## src/rtl/alu_pipe.sv

```systemverilog
// alu_pipe: two-stage pipelined ALU with valid/ready handshakes on both sides.
// Stage 1 registers the operand beat; stage 2 registers the result and flags.
// Opcodes: ADD, SUB, SLL, SRL, AND, OR, XOR, and EQ on opcode 111.
// Define ALU_MUL_EN to turn opcode 111 into an iterative unsigned multiply.
// In that build, stage 1 holds a MUL beat for WIDTH shift-add edges before
// the beat may advance.
module alu_pipe #(
    parameter int WIDTH = 8
) (
    input  logic             clk,
    input  logic             reset,
    input  logic             valid_i,
    output logic             ready_o,
    input  logic [WIDTH-1:0] a_i,
    input  logic [WIDTH-1:0] b_i,
    input  logic [2:0]       op_i,
    output logic             valid_o,
    input  logic             ready_i,
    output logic [WIDTH-1:0] alu_o,
    output logic             carry_o,
    output logic             zero_o
);

    // Shift amounts at or above this value flush the operand to zero.
    localparam logic [WIDTH:0] SHIFT_LIM = (WIDTH+1)'(WIDTH);

    // Returns {carry, result} for every opcode except the multiply.
    function automatic logic [WIDTH:0] alu_eval(input logic [WIDTH-1:0] a,
                                                input logic [WIDTH-1:0] b,
                                                input logic [2:0]       op);
        logic [WIDTH:0] r;
        logic           big;
        big = ({1'b0, b} >= SHIFT_LIM);
        r   = '0;
        case (op)
            3'b000: r = {1'b0, a} + {1'b0, b};
            // The top bit of the widened difference is the borrow (a < b).
            3'b001: r = {1'b0, a} - {1'b0, b};
            3'b010: r[WIDTH-1:0] = big ? '0 : (a << b);
            3'b011: r[WIDTH-1:0] = big ? '0 : (a >> b);
            3'b100: r[WIDTH-1:0] = a & b;
            3'b101: r[WIDTH-1:0] = a | b;
            3'b110: r[WIDTH-1:0] = a ^ b;
            default: begin
`ifdef ALU_MUL_EN
                // The multiply result comes from the accumulator.
                r = '0;
`else
                r[0] = (a == b);
`endif
            end
        endcase
        return r;
    endfunction

    logic             vld_p1;
    logic [WIDTH-1:0] a_p1;
    logic [WIDTH-1:0] b_p1;
    logic [2:0]       op_p1;
    logic             op_done;
    logic             s1_advance;
    logic             accept;
    logic [WIDTH:0]   res_next;

    assign s1_advance = vld_p1 && op_done && (!valid_o || ready_i);
    assign ready_o    = !reset && (!vld_p1 || s1_advance);
    assign accept     = valid_i && ready_o;

`ifdef ALU_MUL_EN
    localparam int CNT_W = $clog2(WIDTH);

    logic [CNT_W-1:0]   mul_cnt;
    logic               mul_done;
    logic [2*WIDTH-1:0] mul_acc;
    logic               mul_busy;

    assign mul_busy = vld_p1 && (op_p1 == 3'b111) && !mul_done;
    assign op_done  = (op_p1 != 3'b111) || mul_done;

    // Shift-add multiplier: one partial product per edge while a MUL sits in stage 1.
    always_ff @(posedge clk or posedge reset) begin
        if (reset) begin
            mul_cnt  <= '0;
            mul_done <= 1'b0;
            mul_acc  <= '0;
        end else if (accept) begin
            mul_cnt  <= '0;
            mul_done <= 1'b0;
            mul_acc  <= '0;
        end else if (mul_busy) begin
            mul_acc <= mul_acc + (b_p1[mul_cnt] ? ({{WIDTH{1'b0}}, a_p1} << mul_cnt) : '0);
            if (mul_cnt == CNT_W'(WIDTH - 1)) begin
                mul_cnt  <= '0;
                mul_done <= 1'b1;
            end else begin
                mul_cnt <= mul_cnt + 1'b1;
            end
        end
    end
`else
    assign op_done = 1'b1;
`endif

    // Select the stage-2 result: ALU function, or the finished product for MUL.
    always_comb begin
        res_next = alu_eval(a_p1, b_p1, op_p1);
`ifdef ALU_MUL_EN
        if (op_p1 == 3'b111) begin
            res_next = {|mul_acc[2*WIDTH-1:WIDTH], mul_acc[WIDTH-1:0]};
        end
`endif
    end

    // ---- stage 1: operand register ----
    // Track stage-1 occupancy: fill on input transfer, drain on advance.
    always_ff @(posedge clk or posedge reset) begin
        if (reset) begin
            vld_p1 <= 1'b0;
        end else if (accept) begin
            vld_p1 <= 1'b1;
        end else if (s1_advance) begin
            vld_p1 <= 1'b0;
        end
    end

    // Capture the operand beat on input transfer; the valid bit qualifies it.
    always_ff @(posedge clk) begin
        if (accept) begin
            a_p1  <= a_i;
            b_p1  <= b_i;
            op_p1 <= op_i;
        end
    end

    // ---- stage 2: output register ----
    // Load the result on advance; hold it while the consumer stalls.
    always_ff @(posedge clk or posedge reset) begin
        if (reset) begin
            valid_o <= 1'b0;
            alu_o   <= '0;
            carry_o <= 1'b0;
            zero_o  <= 1'b0;
        end else if (s1_advance) begin
            valid_o <= 1'b1;
            alu_o   <= res_next[WIDTH-1:0];
            carry_o <= res_next[WIDTH];
            zero_o  <= (res_next[WIDTH-1:0] == '0);
        end else if (ready_i) begin
            valid_o <= 1'b0;
        end
    end

endmodule

```

## config.mk

```make
export PLATFORM = sky130hd
export DESIGN_NAME = alu_pipe
export DESIGN_NICKNAME = d
export VERILOG_FILES = /design/src/rtl/alu_pipe.sv
export SDC_FILE = /design/constraint.sdc
export NUM_CORES = 1
export LEC_CHECK = 0
export BUFFER_PORTS_ARGS = -buffer_cell sky130_fd_sc_hd__buf_2
export CORE_ASPECT_RATIO = 0.8
export CORE_MARGIN = 1
export CORE_UTILIZATION = 62
export CTS_CLUSTER_SIZE = 30
export DETAILED_ROUTE_END_ITERATION = 12
export GPL_ROUTABILITY_DRIVEN = 0
export GPL_TIMING_DRIVEN = 0
export PLACE_DENSITY = 0.87
export SLEW_MARGIN = 10
export SYNTH_ARGS = -nofsm -noshare
export SYNTH_HDL_FRONTEND = slang
export SYNTH_SLANG_ARGS = --single-unit
```

## constraint.sdc

```tcl
create_clock -name clk -period 6.4 [get_ports clk]
set_input_delay 0.32 -clock clk [delete_from_list [all_inputs] [get_ports clk]]
set_output_delay 0.32 -clock clk [all_outputs]
set_load 0.02 [all_outputs]
```

## Yosys cells after proc, flatten, opt, wreduce, memory -nomap -nowiden

Index checks and enable logic that the tools add are counted.

- Add/subtract/negate cells: 2
- Order comparisons: 1
- Eq/ne operators: 7
- Shifts and indexed selects: 2
- Multiplexer cells: 9
- Bitwise logic cells: 3
- Reductions and logical operators: 12

Operators with widths:

| operator | number |
|---|---|
| one-hot mux 7 bit (7 select lines) | 1 |
| 2-to-1 mux 8 bit | 2 |
| adder 8 x 8 -> 9 bit | 1 |
| == test 3 bit, second input constant | 3 |
| subtractor 8 x 8 -> 9 bit | 1 |
| AND 8 bit | 1 |
| == test 8 bit | 1 |
| >= comparator 8 x 4 -> 1 bit, second input constant | 1 |
| logical NOT 8 bit | 1 |
| OR 8 bit | 1 |
| left shift 8 x 8 -> 8 bit | 1 |
| >> shifter 8 x 8 -> 8 bit | 1 |
| bitwise XOR 8 bit | 1 |
| one-hot mux 1 bit (7 select lines) | 1 |
| == test 3 x 2 -> 1 bit, second input constant | 2 |
| 2-to-1 mux 1 bit | 4 |
| nonzero test 2 bit | 2 |
| == test 3 x 1 -> 1 bit, second input constant | 1 |
| logical AND 1 bit | 3 |
| logical NOT 1 bit | 3 |
| logical NOT 3 bit | 1 |
| logical OR 1 bit | 2 |
| one-hot mux 1 bit (2 select lines) | 1 |

- Register bits after elaboration: 31
- Bits of input ports: 23
- Output and inout port bits: 12
- Logic and storage cells: 44

## Logic depth before layout (Yosys ltp)

- Depth in word-level cells: 7
- Depth in mapped cells: 11
- Mapped depth without buffers: 11

## Least setup slack after synthesis

Ideal clock, no wire load.

- Path kind: flip-flop to flip-flop
- Start: reg b_p1[1]
- End: reg zero_o
- Setup time: 0.067 ns
- Arrival time: 3.063 ns
- Data required time: 6.333 ns
- Setup slack: 3.269 ns
- Cell stages (with the launch flop): 12
- Path buffers: 2
- Period minus slack after synthesis: 3.131 ns
- Cell sequence: edfxtp_1 clkbuf_1 clkbuf_1 inv_1 ha_1 o21ba_1 o21a_1 a221o_1 a211oi_1 nand4_1 nor4bb_1 a32o_1

- Word-level cells in the longest chain between the ends: 4
- Elaborated cells between the ends (all ways): 14
- Classes of those cells: add/sub: 2; order compare: 1; eq/ne: 1; shift: 2; mux: 4; bitwise: 3; reduce/logical: 1

RTL lines:

| what | RTL line | text |
|---|---|---|
| start: declaration | 58 | `logic [WIDTH-1:0] b_p1;` |
| start signal: assignment | 130 | `b_p1 <= b_i;` |
| >= comparator 8 x 4 -> 1 bit (tied with other cells) | 33 | `big = ({1'b0, b} >= SHIFT_LIM);` |
| 2-to-1 mux 8 bit, on equally long branches | 40, 39 |  |
| one-hot mux 1 bit (7 select lines) / one-hot mux 7 bit (7 select lines) (equally long branches) | 35 | `case (op)` |
| logical NOT 8 bit (*) | 147 | `zero_o <= (res_next[WIDTH-1:0] == '0);` |
| end signal: assignment | 147 |  |
| end: declaration | 21 | `output logic zero_o` |

Mark *: on every way between the ends. The rest lies on a longest branch, timed or not.
A chain may end at the register's enable or synchronous reset.

## Worst setup path in the final report

Ends and elaborated chain as after synthesis.

==> impl_metrics.yaml <==
clocking:
  cts_made_buffers: 5
  cts_tree: "built"
  cts_hold_buf: 0
  clockRootBuffer: "clkbuf_8"
  clk_latency_ps: 300
  clk_pin_slew_ps: 80
  cts.sinks: 31
  cts_resized: 0
  htree_levels: 2
  cts_setup_buffers: 0
  clockBufferDepth: 2
finish:
  n_antenna_cell: 0
  area_growth_pct: 12.7
  drive_gt1_share_pct: 18.1
  fin_cells: 394
  nets: 387
global_routing:
  gr-usage-all-layers_pct: 30.9
  grt_pass1_wl_mm: 11.0
  grt_pass1_vias: 2265
  grt_max_degree: 21
  antenna_found_initial: 0
  overflow: 0
setup_path:
  required_ps: 6640
  worst_path_max_delay_cell: "clkbuf_1"
  worstPathArrival_ps: 4190
  cp_slowest_stage_delay_ps: 460
  reg2regPathDepth: 11
  cp_common_cell: "clkbuf_1"
  reg2reg_slack_ps: 2450
  worstPathCellList: "clkbuf_1 -> clkbuf_1 -> inv_1 -> ha_1 -> o21ba_1 -> o21a_1 -> a221o_1 -> a211oi_1 -> nand4_1 -> nor4bb_1 -> a32o_1"
  crit_fanout: 10
  endpoint_kind: "flip-flop"
  critPathKind: "reg -> reg"
  start_kind: "flip-flop"
routing:
  drc_errors: 0
  vias: 2553
  vias_per_cell: 6.48
  drtAntennaViolNets: 0
  wl_per_cell_um: 17.7
  drt_iter0_drc: 255
  drt-pass1-iter-count: 6
  wl_mm: 6.98
die:
  start_util_pct: 65.7
  die_x_um: 76.9
  fp-row-count: 21
  die_h_um: 61.9
  io_pins: 35
  die_area_um2: 4760
  core-area_um2: 4230
sta:
  drv_slew: 0
  worst_pin_slew_ps: 848
  fmax_mhz: 253
  hold_viol_final: 0
  tns_ps: 0
  min_period_ps: 3950
  skew_ps: 8.24
  setup_viol_count_final: 0
  slew_headroom_pct: 43.5
  fin_crit_sh_pct: 61.7
  setup_slack_ps: 2450
  hold_ws_ps: 24.9
  rsz0062_at_grt: "no"
synthesis:
  async_reset_ff_share_pct: 38.7
  synth_fp_nets: 346
  synth_seq_cells: 31
  netlist_area_um2: 2780
  synthFlopType: "edfxtp_1"
  ys_seq_area_share_pct: 31.3
  synth_cell_types: 65
  syn_inst: 295
  ys.warnings.count: 0
  synth_enable_flop_cells: 19
  synth_area_per_cell_um2: 9.42
placement:
  dp_hpwl_mm: 5.27
  portBuffers: 34
  dp_cells: 386
  dp_slack_ps: 2630
min_path:
  min_path_type: "in -> async"
run:
  maxCapViolCount: 0
pwr:
  peakVddDrop_mv: 0.133
  p_leak_nw: 1.34
  p_per_area_nw_per_um2: 197
outcome:
  outcome: "complete, no violations"
placed cells by master (no fill, tap or decap), types with 5 or more instances in the layout:
| master | n |
|---|---|
| nand2_1 | 22 |
| mux4_2 | 5 |
| a21oi_1 | 16 |
| clkbuf_1 | 15 |
| nor3_1 | 5 |
| ha_1 | 26 |
| o21ai_0 | 7 |
| mux2i_1 | 14 |
| clkbuf_8 | 5 |
| dfrtp_1 | 12 |
| buf_2 | 37 |
| nor2_1 | 10 |
| edfxtp_1 | 19 |
| inv_1 | 22 |
| nor2b_1 | 6 |
| o21ai_1 | 6 |
| nand3_1 | 6 |
| nor4_1 | 8 |
| nand2b_1 | 9 |
| o22ai_1 | 6 |
synthesized netlist by cell type (7+ instances only):
master / number / area (µm²)
a21oi_1: 16 / 80.1
clkbuf_1: 15 / 56.3
dfrtp_1: 12 / 300
edfxtp_1: 19 / 571
ha_1: 26 / 325
inv_1: 22 / 82.6
mux2i_1: 14 / 140
nand2_1: 22 / 82.6
nand2b_1: 9 / 56.3
nor2_1: 10 / 37.5
nor4_1: 8 / 50.1
o21ai_0: 7 / 35.0
through the flow:
step | utilization (%) | power, mW | instance area (µm²)
after global placement | 71.4 | 0.414 | 3020
after global routing | 74.1 | 0.649 | 3130
final | 74.1 | 0.619 | 3130
after CTS | 74.1 | 0.615 | 3130
after detailed placement | 71.4 | 0.420 | 3020
after floorplan | - | 0.369 | 2780
final timing paths:
path	from	to
setup / recovery	b_p1[1]	zero_o
hold / removal	reset	alu_o[3]
setup reg to reg	b_p1[1]	zero_o
hold reg to reg	alu_o[7]	alu_o[7]
max in group asynchronous	reset	alu_o[6]
min in group clk	b_i[3]	b_p1[3]
layer usage:
metal  part of all wire (%)  vias up  GRT usage [%]
li1                       -     1173              -
met1                     42     1204           40.7
met2                     45      159           49.5
met3                     11       17           9.93
met4                    1.8        0           10.2
met5                      0        -              0
worst max-delay path, delay by kind of cell (launching register included):
kind,cells,cell delay [ps]
simple gates,2,530
compound gates,5,1420
flops,1,370
buf+inv,3,1150
fa+ha+maj,1,420
cell families after synthesis:
family / Yosys count / share of synthesized area, %
muxes: 25 / 11.5
buffers and inverters: 45 / 6.48
xor gates and xnor gates: 3 / 0.946
DFF: 31 / 31.3
adders and majority gates: 28 / 13.1
and+or+nand+nor: 89 / 17.7
AOI/OAI and AO/OA: 74 / 18.8
power by group:
part,switching (mW),internal (mW),total (mW)
sequential,0.0174,0.236,0.253
clock,0.0832,0.116,0.199
combinational,0.0999,0.0666,0.167
total,0.200,0.418,0.619
layout make-up:
| cell class | instances | area (µm²) |
|---|---|---|
| plain buffers | 19 | 82.6 |
| fillers | 307 | 1100 |
| well taps | 57 | 71.3 |
| clock buffers | 5 | 68.8 |
| flip-flops and latches | 31 | 871 |
| inverters | 26 | 97.6 |
| multi-input cells | 219 | 1730 |
| clock inverters | 3 | 43.8 |
| repair buffers | 34 | 170 |
flip-flops by register name, indices dropped and copies added (netlist names):
| name | cells |
|---|---|
| alu_o | 8 |
| zero_o | 1 |
| carry_o | 1 |
| vld_p1 | 1 |
| a_p1 | 8 |
| op_p1 | 3 |
| valid_o | 1 |
| b_p1 | 8 |
(Power assumes the default switching activity.)
